[config.mk]
export PLATFORM = sky130hd
export DESIGN_NAME = weave_pick_sequencer
export DESIGN_NICKNAME = d
export VERILOG_FILES = /design/src/rtl/weave_pkg.sv /design/src/rtl/weave_rotl.sv /design/src/rtl/weave_pick_sequencer.sv
export SDC_FILE = /design/constraint.sdc
export NUM_CORES = 1
export LEC_CHECK = 0
export CAP_MARGIN = 20
export CORE_ASPECT_RATIO = 0.5
export CORE_MARGIN = 3
export CORE_UTILIZATION = 35
export DETAILED_ROUTE_END_ITERATION = 7
export GPL_TIMING_DRIVEN = 1
export PLACE_DENSITY = 0.53
export SLEW_MARGIN = 30
export SYNTH_ARGS = -nofsm -noshare
export SYNTH_HDL_FRONTEND = slang
export SYNTH_SLANG_ARGS = --single-unit
export TNS_END_PERCENT = 10
[constraint.sdc]
create_clock -name clk -period 3.4 [get_ports clk]
set_clock_uncertainty 0.05 [all_clocks]
set_input_delay 0.68 -clock clk [delete_from_list [all_inputs] [get_ports clk]]
set_output_delay 0.68 -clock clk [all_outputs]
set_load 0.01 [all_outputs]
[src/rtl/weave_pkg.sv]
// -----------------------------------------------------------------------------
// weave_pkg
// Shared types and constants for the weave pick sequencer.
//   weave_e   : weave type selected by cfg_weave (plain / twill / satin / custom)
//   state_e   : sequencer FSM states (idle / pick / done)
//   BASE_*    : 8-bit base lift masks for the built-in weave types
//   weave_base: helper returning the 8-bit base mask for a weave type
// -----------------------------------------------------------------------------
package weave_pkg;

  typedef enum logic [1:0] {
    WEAVE_PLAIN  = 2'd0,
    WEAVE_TWILL  = 2'd1,
    WEAVE_SATIN  = 2'd2,
    WEAVE_CUSTOM = 2'd3
  } weave_e;

  typedef enum logic [1:0] {
    ST_IDLE = 2'd0,
    ST_PICK = 2'd1,
    ST_DONE = 2'd2
  } state_e;

  localparam logic [7:0] BASE_PLAIN = 8'h55;
  localparam logic [7:0] BASE_TWILL = 8'h33;
  localparam logic [7:0] BASE_SATIN = 8'h01;

  // Base mask for a weave type; custom passes the user mask through.
  function automatic logic [7:0] weave_base(input weave_e weave, input logic [7:0] custom);
    logic [7:0] base;
    case (weave)
      WEAVE_PLAIN:  base = BASE_PLAIN;
      WEAVE_TWILL:  base = BASE_TWILL;
      WEAVE_SATIN:  base = BASE_SATIN;
      WEAVE_CUSTOM: base = custom;
      default:      base = 8'h00;
    endcase
    return base;
  endfunction

endpackage

[src/rtl/weave_rotl.sv]
// -----------------------------------------------------------------------------
// weave_rotl
// Combinational WARPS-bit barrel rotate-left.
//   data_in  in  WARPS   value to rotate
//   offset   in  OFF_W   rotate amount, expected in 0..WARPS-1
//   data_out out WARPS   data_in rotated left by offset
// -----------------------------------------------------------------------------
module weave_rotl
  import weave_pkg::*;
#(
  parameter int WARPS = 8,
  parameter int OFF_W = $clog2(WARPS)
) (
  input  logic [WARPS-1:0] data_in,
  input  logic [OFF_W-1:0] offset,
  output logic [WARPS-1:0] data_out
);

  logic [2*WARPS-1:0] dbl_s;

  // Shift a doubled copy left; the upper half is the rotated word.
  always_comb begin
    dbl_s    = {data_in, data_in} << offset;
    data_out = dbl_s[2*WARPS-1:WARPS];
  end

endmodule

[src/rtl/weave_pick_sequencer.sv]
// -----------------------------------------------------------------------------
// weave_pick_sequencer
// Sequences the picks of a woven pattern, emitting one warp-lift mask per pick.
// Configuration is latched on start; each pick mask is the base mask rotated
// left by a running offset that advances by cfg_shift (mod WARPS) per transfer.
//   clk, rst    single clock, synchronous active-high reset
//   start/abort begin a repeat (IDLE only) / cancel the current repeat
//   cfg_*       weave type, custom base, per-pick shift, picks per repeat
//   lift_mask   registered mask of the current pick, qualified by lift_valid
//   lift_ready  downstream accept; transfer = lift_valid & lift_ready
//   pick_idx    0-based index of the current pick
//   busy/done   busy in PICK and DONE; done pulses once per completed repeat
// -----------------------------------------------------------------------------
module weave_pick_sequencer
  import weave_pkg::*;
#(
  parameter int WARPS = 8,
  parameter int ROW_W = 4
) (
  input  logic             clk,
  input  logic             rst,
  input  logic             start,
  input  logic             abort,
  input  logic [1:0]       cfg_weave,
  input  logic [WARPS-1:0] cfg_custom,
  input  logic [2:0]       cfg_shift,
  input  logic [ROW_W-1:0] cfg_rows,
  output logic [WARPS-1:0] lift_mask,
  output logic             lift_valid,
  input  logic             lift_ready,
  output logic [ROW_W-1:0] pick_idx,
  output logic             busy,
  output logic             done
);

  localparam int OFF_W = $clog2(WARPS);

  state_e             state_r;
  logic [WARPS-1:0]   base_r;
  logic [OFF_W-1:0]   shift_r;
  logic [ROW_W-1:0]   last_r;
  logic [OFF_W-1:0]   offset_r;

  logic [WARPS-1:0]   cfg_base_s;
  logic [OFF_W-1:0]   cfg_shift_mod_s;
  logic [OFF_W:0]     offset_sum_s;
  logic [OFF_W-1:0]   offset_nxt_s;
  logic [WARPS-1:0]   rot_base_s;
  logic [OFF_W-1:0]   rot_offset_s;
  logic [WARPS-1:0]   rot_mask_s;
  logic               xfer_s;

  assign xfer_s = lift_valid & lift_ready;

  // Base mask and shift (reduced mod WARPS) derived from the live config inputs.
  always_comb begin
    cfg_base_s      = WARPS'(weave_base(weave_e'(cfg_weave), 8'(cfg_custom)));
    cfg_shift_mod_s = OFF_W'(int'(cfg_shift) % WARPS);
    if (weave_e'(cfg_weave) == WEAVE_CUSTOM) begin
      cfg_base_s = cfg_custom;
    end else begin
      cfg_base_s = cfg_base_s;
    end
  end

  // Next rotation offset: running sum of the shift, wrapped modulo WARPS.
  always_comb begin
    offset_sum_s = {1'b0, offset_r} + {1'b0, shift_r};
    if (offset_sum_s >= (OFF_W+1)'(WARPS)) begin
      offset_nxt_s = OFF_W'(offset_sum_s - (OFF_W+1)'(WARPS));
    end else begin
      offset_nxt_s = offset_sum_s[OFF_W-1:0];
    end
  end

  // Rotator operands: fresh config at start of a repeat, latched config afterwards.
  always_comb begin
    rot_base_s   = base_r;
    rot_offset_s = offset_nxt_s;
    if (state_r == ST_IDLE) begin
      rot_base_s   = cfg_base_s;
      rot_offset_s = {OFF_W{1'b0}};
    end else begin
      rot_base_s   = base_r;
      rot_offset_s = offset_nxt_s;
    end
  end

  weave_rotl #(
    .WARPS (WARPS),
    .OFF_W (OFF_W)
  ) u_rotl (
    .data_in  (rot_base_s),
    .offset   (rot_offset_s),
    .data_out (rot_mask_s)
  );

  // Sequencer FSM with config latch, offset accumulator and registered outputs.
  always_ff @(posedge clk) begin
    if (rst) begin
      state_r    <= ST_IDLE;
      base_r     <= {WARPS{1'b0}};
      shift_r    <= {OFF_W{1'b0}};
      last_r     <= {ROW_W{1'b0}};
      offset_r   <= {OFF_W{1'b0}};
      lift_mask  <= {WARPS{1'b0}};
      lift_valid <= 1'b0;
      pick_idx   <= {ROW_W{1'b0}};
      busy       <= 1'b0;
      done       <= 1'b0;
    end else begin
      done <= 1'b0;
      case (state_r)
        ST_IDLE: begin
          pick_idx <= {ROW_W{1'b0}};
          if (abort) begin
            state_r <= ST_IDLE;
          end else if (start) begin
            base_r     <= cfg_base_s;
            shift_r    <= cfg_shift_mod_s;
            // rows==0 wraps to all-ones, i.e. a full 2**ROW_W repeat.
            last_r     <= cfg_rows - {{(ROW_W-1){1'b0}}, 1'b1};
            offset_r   <= {OFF_W{1'b0}};
            lift_mask  <= rot_mask_s;
            lift_valid <= 1'b1;
            busy       <= 1'b1;
            state_r    <= ST_PICK;
          end else begin
            state_r <= ST_IDLE;
          end
        end
        ST_PICK: begin
          if (abort) begin
            lift_valid <= 1'b0;
            lift_mask  <= {WARPS{1'b0}};
            pick_idx   <= {ROW_W{1'b0}};
            busy       <= 1'b0;
            state_r    <= ST_IDLE;
          end else if (xfer_s) begin
            if (pick_idx == last_r) begin
              lift_valid <= 1'b0;
              lift_mask  <= {WARPS{1'b0}};
              done       <= 1'b1;
              state_r    <= ST_DONE;
            end else begin
              offset_r  <= offset_nxt_s;
              lift_mask <= rot_mask_s;
              pick_idx  <= pick_idx + {{(ROW_W-1){1'b0}}, 1'b1};
              state_r   <= ST_PICK;
            end
          end else begin
            state_r <= ST_PICK;
          end
        end
        ST_DONE: begin
          pick_idx <= {ROW_W{1'b0}};
          busy     <= 1'b0;
          state_r  <= ST_IDLE;
        end
        default: begin
          lift_valid <= 1'b0;
          lift_mask  <= {WARPS{1'b0}};
          pick_idx   <= {ROW_W{1'b0}};
          busy       <= 1'b0;
          state_r    <= ST_IDLE;
        end
      endcase
    end
  end

endmodule

==> summary.md, run 1 <==
| Metric | Value |
|---|---|
| Worst hold path stage count | `2` |
| Post-Synthesis Cells | `217` |
| Drt drc | `0` |
| Clock sinks | `35` |
| Yosys cell types | `54` |
| Slew @ Worst Pin | `641 ps` |
| Post-CTS Resized | `0` |
| Die area | `0.00695 mm²` |
| Post-synth net total | `246` |
| First-pass GRT wire length | `8.26 mm` |
| WS Path Type | `reg -> reg` |
| Synth area leaders | `dfxtp_1 (34%), mux4_1 (8.9%), a211oi_1 (5.4%)` |
| Routed vias | `1736` |
| Worst path cell trace | `ha_1 -> inv_1 -> fa_1 -> mux4_2 -> and2_0 -> a211o_1 -> a32o_1` |
| Leak Pwr | `1.01 nW` |
| Initial Util | `0.370` |
| RSZ-0062 raised after global routing | `false` |
| Avg Cell Area, Syn | `9.57 µm²` |
| Startpoint types | `flop` |
| Clk buf depth | `2` |
| Post-synth EDFFs | `0` |
| Area grow syn2layout | `26.9%` |
| Layout cells sized above 1 | `0.0847` |
| Max stage delay cell, worst path | `fa_1` |
| Max incr delay on CP | `750 ps` |
| Gpl congestion | `0.765` |
| Drt pass-1 iters | `4` |
| Final setup TNS | `0 ps` |
| #FFs+latches synth | `35` |
| Reg2reg end | `lift_mask[4]` |
| Synth Flop Type | `dfxtp_1` |
| Synth top area share | `0.337` |
| Layout Utilization | `0.470` |
| Fin crit share | `0.785` |
| Hold path start | `shift_r[1]` |
| Core region area | `0.00561 mm²` |
| Final hold violation count | `0` |
| Max H-tree Level | `2` |
| Pwr/cell area | `413 mW/mm²` |
| Number of port buffers | `36` |
| Post-DP HPWL | `3.65 mm` |
| Async S/R FF share, synth | `0` |
| Die H | `60.5 µm` |
| R2R Setup Slk | `730 ps` |
| Fin crit period | `2670 ps` |
| Initial drt markers | `76` |
| Drt total wl | `5.06 mm` |
| Post-route ant nets | `0` |
| Slew headroom | `0.573` |
| Synthesized cell area | `0.00208 mm²` |
| Reg2Reg Launch Point | `offset_r[0]` |
| Worst vdd ir | `0.203 mV` |
| Status | `completed` |
| Clock Tree Root | `clkbuf_16` |
| Placement row count | `19` |
| Most common cell after layout, fill and taps aside | `clkdlybuf4s50_1` |
| Critical path data required time | `3520 ps` |
| CP Capture Type | `flop` |
| Inserted Clock Buffers | `5` |
| Max-cap violation count | `0` |
| Most frequent cells in the layout | `clkdlybuf4s50_1 (36), dfxtp_1 (35), nor2_1 (18)` |
| Ant diodes | `0` |
| Largest net degree at the start of global routing | `23` |
| Slew Limit Fails | `0` |
| Hold Path End | `shift_r[1]` |
| Die width | `115 µm` |
| Initial antenna violation count | `0` |
| Vias in the first global route | `1665` |
| Final setup fails | `0` |
| DR vias/cell | `5.41` |
| Gr ovfl total | `0` |
| Setup bufs post-CTS | `0` |
| Wire per inst | `15.8 µm` |
| Worst Hold Class | `reg -> reg` |
| Fmax | `374 MHz` |
| WP data arrival | `2790 ps` |
| Final net count | `276` |
| CP top delay family | `adder cells` |
| CTS Hold Buffers Added | `0` |
| Reg2Reg Depth | `7` |
| Seq/Total Area, Yosys | `0.337` |
| Crit path max fanout | `9` |
| CP Buf/Inv Count | `1` |
| Yosys top cell by area | `dfxtp_1` |
| Gr usage total | `0.154` |
| TritonCTS clock tree | `yes` |
| YS warnings | `0` |
| Io pins | `37` |
| Clock slew at reported path FFs | `50 ps` |
| Clock Latency Late Sink | `280 ps` |
## per-layer routing
metal  routed length [µm]  global-route usage  up-vias
li1                     -                   -      864
met1                 2650               0.208      831
met2                 2150               0.241       39
met3                  236              0.0428        2
met4                   27              0.0552        0
met5                    0                   0        -
## synth_stat cells (2+ instances only)
master    instances
a21oi_1          13
a32o_1            3
a211oi_1         15
and3_1            3
inv_1             8
o21ai_0           3
nor3_1            2
nor2b_1           3
mux4_1            7
o31ai_1           4
dfxtp_1          35
or4_1             2
nand3_1           9
or3_1             2
buf_2             6
xor2_1            5
mux2i_1           5
a22o_1            4
nand2b_1          4
nand2_1          15
nor2_1           18
a211o_1           2
xnor2_1           3
a31oi_1           2
o22ai_1           2
clkbuf_1          9
ha_1              6
## worst max path at each step
stage	startpoint	to	slack (ps)	depth (start not counted)
finish	offset_r[0]	lift_mask[4]	730	7
global route	offset_r[0]	lift_mask[4]	630	7
CTS	offset_r[0]	lift_mask[4]	730	7
detailed placement	abort	lift_mask[0]	580	4
global placement	abort	lift_mask[4]	690	4
floorplan	shift_r[0]	lift_mask[4]	1000	8
## sequential cells by signal, summed over array words and instances, names as in the netlist
register	cells
state_r	2
lift_mask	8
offset_r	3
lift_valid	1
base_r	8
shift_r	3
pick_idx	4
last_r	4
busy	1
done	1
## where the power goes
part | switching, mW | internal, mW | leakage (nW)
clock | 0.162 | 0.312 | 0.0772
sequential | 0.0165 | 0.429 | 0.285
combinational | 0.0830 | 0.0864 | 0.647
total | 0.262 | 0.827 | 1.01
## cell type report
class                      instances  area [µm²]
sequential                        35         701
tap                               73        91.3
multi-input combinational        157        1270
fill                             563        2970
timing repair buffer              40         390
inverter                           8        30.0
clock buffer                       8         156
## cell families after synthesis
logic type,Yosys count,share of synthesized area
simple gates,73,0.199
compound gates,54,0.185
flops,35,0.337
buf+inv,25,0.0524
mux,13,0.123
xor+xnor,10,0.0566
fa+ha+maj,7,0.0458
## stage by stage
step,cell area [µm²],setup WS (ps),hold slack [ps],power (mW),cells
floorplan,2080,997,386,0.556,217
CTS,2640,726,417,1.10,321
global route,2640,628,430,1.14,321
detailed placement,2480,575,409,0.623,313
finish,2640,730,411,1.09,321
global placement,2480,693,402,0.621,313
## tightest hold or removal path: stages, from the launching register on
cell and delay, ps:
dfxtp_1 310, nand2_1 50, a21oi_1 50
Power figures use the tool's default switching activity.
==> run 2, diff against run 1 <==
Settings changed: PLACE_DENSITY 0.53 to 0.55.
Clock period 3.4 ns to 2.35 ns, I/O delays scaled along.
==> run 2 against run 1 <==
Net effect: the flow now finishes with violations (setup timing); clock-buffer cell count decreased by 2; utilization increased by 1.9 points; sequential share of layout area decreased by 0.93 points; cell area increased by 4.0%; critical path depth unchanged; clock power increased by 38%; sequential cell count unchanged; combinational power increased by 57%; hold slack got worse by 6.5 ps; routed wire length increased by 0.75%; final cell count increased by 3.1%; die area unchanged; largest cell class unchanged; largest power group unchanged.
==> summary.md, run 2 (synthesis results as in run 1) <==
| Metric | Value |
|---|---|
| Status | `complete, but fails checks` |
| Failing checks | `setup timing` |
| Pwr/cell area | `571 mW/mm² (+38%)` |
| Area occupied by multi-input gates | `0.00128 mm² (+1.3%)` |
| Final net count | `287 (+4.0%)` |
| Core region area | `0.00561 mm² (unchanged)` |
| Clock slew at reported path FFs | `60 ps (about the same)` |
| Leak Pwr | `1.03 nW (+2.3%)` |
| Layout cells sized above 1 | `0.178 (+0.0936)` |
| Number of port buffers | `36 (unchanged)` |
| Placed cells | `324 (+3.5%)` |
| Largest net degree at the start of global routing | `26 (+13%)` |
| Startpoint types | `flop` |
| Routed vias | `1745 (+0.52%)` |
| Reg area | `703 µm² (+0.36%)` |
| Gr usage total | `0.161 (+0.00669)` |
| Max-cap violation count | `0 (unchanged)` |
| Setup bufs post-CTS | `0 (unchanged)` |
| Layout filler cell count | `529 (-6.0%)` |
| Clock sinks | `35 (unchanged)` |
| Worst vdd ir | `0.274 mV (+35%)` |
| Die width | `115 µm (unchanged)` |
| Gr ovfl total | `0 (unchanged)` |
| Drt drc | `0 (unchanged)` |
| Fin crit period | `2400 ps (-275 ps)` |
| TritonCTS clock tree | `yes` |
| Clock Tree Root | `clkbuf_16` |
| Fin cells | `331 (+3.1%)` |
| Final setup fails | `2 (+2)` |
| DR vias/cell | `5.27 (-2.5%)` |
| Slew Limit Fails | `0 (unchanged)` |
| Vias in the first global route | `1726 (+3.7%)` |
| Worst setup margin | `-45.1 ps (-775 ps)` |
| Max H-tree Level | `2 (unchanged)` |
| First-pass GRT wire length | `8.73 mm (+5.7%)` |
| Hold WS | `405 ps (-6.54 ps)` |
| Inserted Clock Buffers | `5 (unchanged)` |
| Total power | `1.56 mW (+44%)` |
| CP Capture Type | `flop` |
| Placement row count | `19 (unchanged)` |
| Initial drt markers | `116 (+53%)` |
| Largest registers | `base_r (8), lift_mask (8)` |
| WP data arrival | `2510 ps (-280 ps)` |
| Final hold violation count | `0 (unchanged)` |
| Initial Util | `0.370 (unchanged)` |
| Drt total wl | `5.10 mm (+0.75%)` |
| Slew headroom | `0.628 (+0.0556)` |
| Die H | `60.5 µm (unchanged)` |
| Slew @ Worst Pin | `552 ps (-88.5 ps)` |
| Io pins | `37 (unchanged)` |
| Drt pass-1 iters | `4 (unchanged)` |
| Post-route ant nets | `0 (unchanged)` |
| Final setup TNS | `-48.8 ps (-48.8 ps)` |
| Worst Hold Class | `reg -> reg` |
| RSZ-0062 raised after global routing | `true` |
| Gpl congestion | `0.872 (+14%)` |
| Die area | `0.00695 mm² (unchanged)` |
| Layout Utilization | `0.489 (+0.0187)` |
| Clk buf depth | `2 (unchanged)` |
| Critical path data required time | `2460 ps (-1060 ps)` |
| Area grow syn2layout | `32.0%` |
| Wire per inst | `15.4 µm (-2.3%)` |
| Clock Latency Late Sink | `280 ps (about the same)` |
| Ant diodes | `0 (unchanged)` |
| Fin crit share | `1.02 (+0.234)` |
| Most common cell after layout, fill and taps aside | `clkdlybuf4s50_1` |
| Initial antenna violation count | `0 (unchanged)` |
| WS Path Type | `reg -> reg` |
| Most frequent cells in the layout | `clkdlybuf4s50_1 (36), dfxtp_1 (33), nor2_1 (18)` |
| Crit path max fanout | `3 (-6)` |
| Post-DP HPWL | `3.83 mm (+5.0%)` |
| Fmax | `418 MHz (+11%)` |
run 2: cell count changes in the layout (fill, tap and decap cells not counted), sizes merged:
cell / delta
clkbuf: -2
clkinv: +1
buf: +11
run 2: routing by layer:
layer  track usage  part of all wire  up-vias
li1              -                 -      887
met1         0.238              0.52      808
met2         0.228              0.41       45
met3        0.0418             0.060        5
met4        0.0535            0.0098        0
met5             0                 0        -
run 2: worst max-delay path: stages (launching register included):
cell	delay, ps
dfxtp_2	370
ha_4	140
inv_2	30
fa_2	560
mux4_2	520
and2_4	150
a211o_1	220
a32o_1	250
run 2: report_power, final:
| group | internal, mW | switching [mW] |
|---|---|---|
| sequential | 0.620 | 0.0265 |
| clock | 0.413 | 0.240 |
| combinational | 0.141 | 0.124 |
| total | 1.17 | 0.390 |
run 2: repair_timing:
action                                  in CTS  in global routing
hold buffers                                 0                  0
pin swaps                                    4                  5
endpoints found under the setup margin       7                  7
resized for setup                            7                 11
run 2: cell type report:
| type | count | share of cell area |
|---|---|---|
| Sequential cell | 35 | 0.257 |
| Clock buffer | 6 | 0.0507 |
| Multi-Input combinational cell | 157 | 0.468 |
| Inverter | 8 | 0.0110 |
| Tap cell | 73 | 0.0333 |
| Clock inverter | 1 | 0.00183 |
| Timing Repair Buffer | 51 | 0.178 |
run 2: final timing paths:
kind | cells after the start | slack (ps) | to | start
setup / recovery | 7 | -50 | lift_mask[4] | offset_r[0]
hold / removal | 2 | 400 | shift_r[1] | shift_r[1]
setup reg to reg | 7 | -50 | lift_mask[4] | offset_r[0]
hold reg to reg | 2 | 400 | shift_r[1] | shift_r[1]
run 2: stage by stage:
stage               area [µm²]  setup slack (ps)
floorplan                 2080             -34.7
global placement          2570             -33.0
detailed placement        2570             -46.9
CTS                       2730             -53.5
global route              2740             -96.2
finish                    2740             -45.1
==> run 3, diff against run 2 <==
Settings changed: MAX_ROUTING_LAYER set to met4.
==> run 3 against run 2 <==
Net effect: clock-buffer cell count did not move; largest cell class unchanged; the run still ends with setup timing left; global-route usage grew 0.54 points; die area is the same; first-iteration DRC count down 2.6%.
==> summary.md, run 3 (synthesis results as in run 1) <==
| Metric | Value |
|---|---|
| RSZ-0062 raised after global routing | `true` |
| Most frequent cells in the layout | `clkdlybuf4s50_1 (36), dfxtp_1 (33), nor2_1 (18)` |
| Initial drt markers | `113 (-2.6%)` |
| WP data arrival | `2500 ps (about the same)` |
| DR vias/cell | `5.27 (about the same)` |
| Core region area | `0.00561 mm² (unchanged)` |
| Slew Limit Fails | `0 (unchanged)` |
| Setup bufs post-CTS | `0 (unchanged)` |
| Clock slew at reported path FFs | `50 ps (about the same)` |
| Number of port buffers | `36 (unchanged)` |
| Worst path cell trace | `ha_4 -> inv_2 -> fa_2 -> mux4_2 -> and2_4 -> a211o_1 -> a32o_1` |
| Hold Path End | `shift_r[1]` |
| Gr ovfl total | `0 (unchanged)` |
| Area grow syn2layout | `32.0% (unchanged)` |
| Clock power frac | `0.417 (about the same)` |
| Wire per inst | `15.4 µm (-0.29%)` |
| Routed vias | `1744 (-0.057%)` |
| CTS Hold Buffers Added | `0 (unchanged)` |
| Max-cap violation count | `0 (unchanged)` |
| Worst Hold Class | `reg -> reg` |
| Worst setup margin | `-41.6 ps (+3.49 ps)` |
| Final net count | `287 (unchanged)` |
| CP Capture Type | `flop` |
| Gpl congestion | `0.886 (+1.6%)` |
| Clock Latency Late Sink | `280 ps (about the same)` |
| Vias in the first global route | `1722 (-0.23%)` |
| Total power | `1.56 mW (-0.15%)` |
| Io pins | `37 (unchanged)` |
| Combinational Power Share | `0.169 (about the same)` |
| Final setup TNS | `-42.1 ps (+6.75 ps)` |
| Leak Pwr | `1.03 nW (unchanged)` |
| Hold path start | `shift_r[1]` |
| Max H-tree Level | `2 (unchanged)` |
| Drt drc | `0 (unchanged)` |
| Pwr/cell area | `570 mW/mm² (-0.15%)` |
| Psw | `0.388 mW (-0.59%)` |
| Startpoint types | `flop` |
| Share of power burned in registers | `0.414 (about the same)` |
| Largest net degree at the start of global routing | `26 (unchanged)` |
| Slew @ Worst Pin | `555 ps (+2.75 ps)` |
| Reg2reg end | `lift_mask[4]` |
| TritonCTS clock tree | `yes` |
| Post-route ant nets | `0 (unchanged)` |
| Fin cells | `331 (unchanged)` |
| Ant diodes | `0 (unchanged)` |
| Max stage delay cell, worst path | `fa_2` |
| Pre-CTS WS | `-46.9 ps (unchanged)` |
| Gr usage total | `0.166 (+0.00541)` |
| Status | `complete, but fails checks` |
| Final setup fails | `2 (unchanged)` |
| Initial antenna violation count | `0 (unchanged)` |
| Drt pass-1 iters | `4 (unchanged)` |
| Initial Util | `0.370 (unchanged)` |
| Switching Share | `0.248 (-0.00110)` |
| Drt total wl | `5.09 mm (-0.29%)` |
| Critical path data required time | `2460 ps (about the same)` |
| R2R Setup Slk | `-40 ps (about the same)` |
| Most common cell after layout, fill and taps aside | `clkdlybuf4s50_1` |
| Placement row count | `19 (unchanged)` |
| Largest registers | `base_r (8), lift_mask (8)` |
| First-pass GRT wire length | `8.71 mm (-0.24%)` |
| Fin crit share | `1.02 (-0.00148)` |
| Final hold violation count | `0 (unchanged)` |
| Slew headroom | `0.626 (-0.00185)` |
| Post-DP HPWL | `3.83 mm (unchanged)` |
| Fmax | `418 MHz (+0.15%)` |
| Layout Utilization | `0.489 (unchanged)` |
| Inserted Clock Buffers | `5 (unchanged)` |
| Failing checks | `setup timing` |
| Max incr delay on CP | `560 ps (about the same)` |
| Reg2Reg Launch Point | `offset_r[0]` |
| Die H | `60.5 µm (unchanged)` |
| Placed cells | `324 (unchanged)` |
| Die area | `0.00695 mm² (unchanged)` |
| Clock Tree Root | `clkbuf_16` |
| WS Path Type | `reg -> reg` |
| Layout cells sized above 1 | `0.178 (unchanged)` |
| Pint | `1.17 mW (about the same)` |
| Crit path max fanout | `3 (unchanged)` |
| Clk buf depth | `2 (unchanged)` |
| Die width | `115 µm (unchanged)` |
| Worst hold path stage count | `2 (unchanged)` |
| Clock sinks | `35 (unchanged)` |
| Fin crit period | `2390 ps (-3.49 ps)` |
| Worst vdd ir | `0.271 mV (-1.2%)` |
| Reg2Reg Depth | `7 (unchanged)` |
run 3: layout make-up:
class                           count  area [µm²]
Multi-Input combinational cell    157        1280
Timing Repair Buffer               51         489
Clock inverter                      1        5.00
Sequential cell                    35         703
Tap cell                           73        91.3
Clock buffer                        6         139
Fill cell                         529        2870
Inverter                            8        30.0
run 3: layer usage:
layer / share of wire / vias up / GRT usage / routed length [µm]
met1: 0.53 / 811 / 0.239 / 2680
li1: - / 887 / - / -
met2: 0.41 / 41 / 0.228 / 2080
met3: 0.054 / 5 / 0.0398 / 275
met4: 0.0098 / 0 / 0.0535 / 50
met5: 0 / - / - / 0
run 3: how the worst max path moves through the flow:
stage | from | endpoint
final | offset_r[0] | lift_mask[4]
after global routing | offset_r[0] | lift_mask[1]
after CTS | offset_r[0] | lift_mask[4]
after detailed placement | shift_r[0] | lift_mask[1]
after global placement | shift_r[0] | lift_mask[4]
after floorplan | shift_r[0] | lift_mask[4]
run 3: stage by stage:
| step | hold slack, ps | area (µm²) |
|---|---|---|
| after detailed placement | 400 | 2570 |
| after global placement | 398 | 2570 |
| after CTS | 407 | 2730 |
| after global routing | 425 | 2740 |
| after floorplan | 386 | 2080 |
| final | 405 | 2740 |
run 3: timing repair:
item | CTS | global route
setup endpoints to repair | 7 | 7
resized for setup | 7 | 11
pin swaps | 4 | 5
run 3: worst max-delay path, delay by kind of cell (launching register included):
family,cells,cell delay [ps]
DFF,1,360
adders and majority gates,2,700
muxes,1,520
buffers and inverters,1,30
and+or+nand+nor,1,150
AOI/OAI and AO/OA,2,470
run 3: power by group through the flow:
stage          Combinational (mW)  Sequential [mW]  Clock (mW)
5_1_grt                     0.293            0.651       0.699
6_report                    0.264            0.647       0.651
2_1_floorplan               0.153            0.652           0
3_3_place_gp                0.256            0.658           0
3_5_place_dp                0.258            0.658           0
4_1_cts                     0.261            0.646       0.663
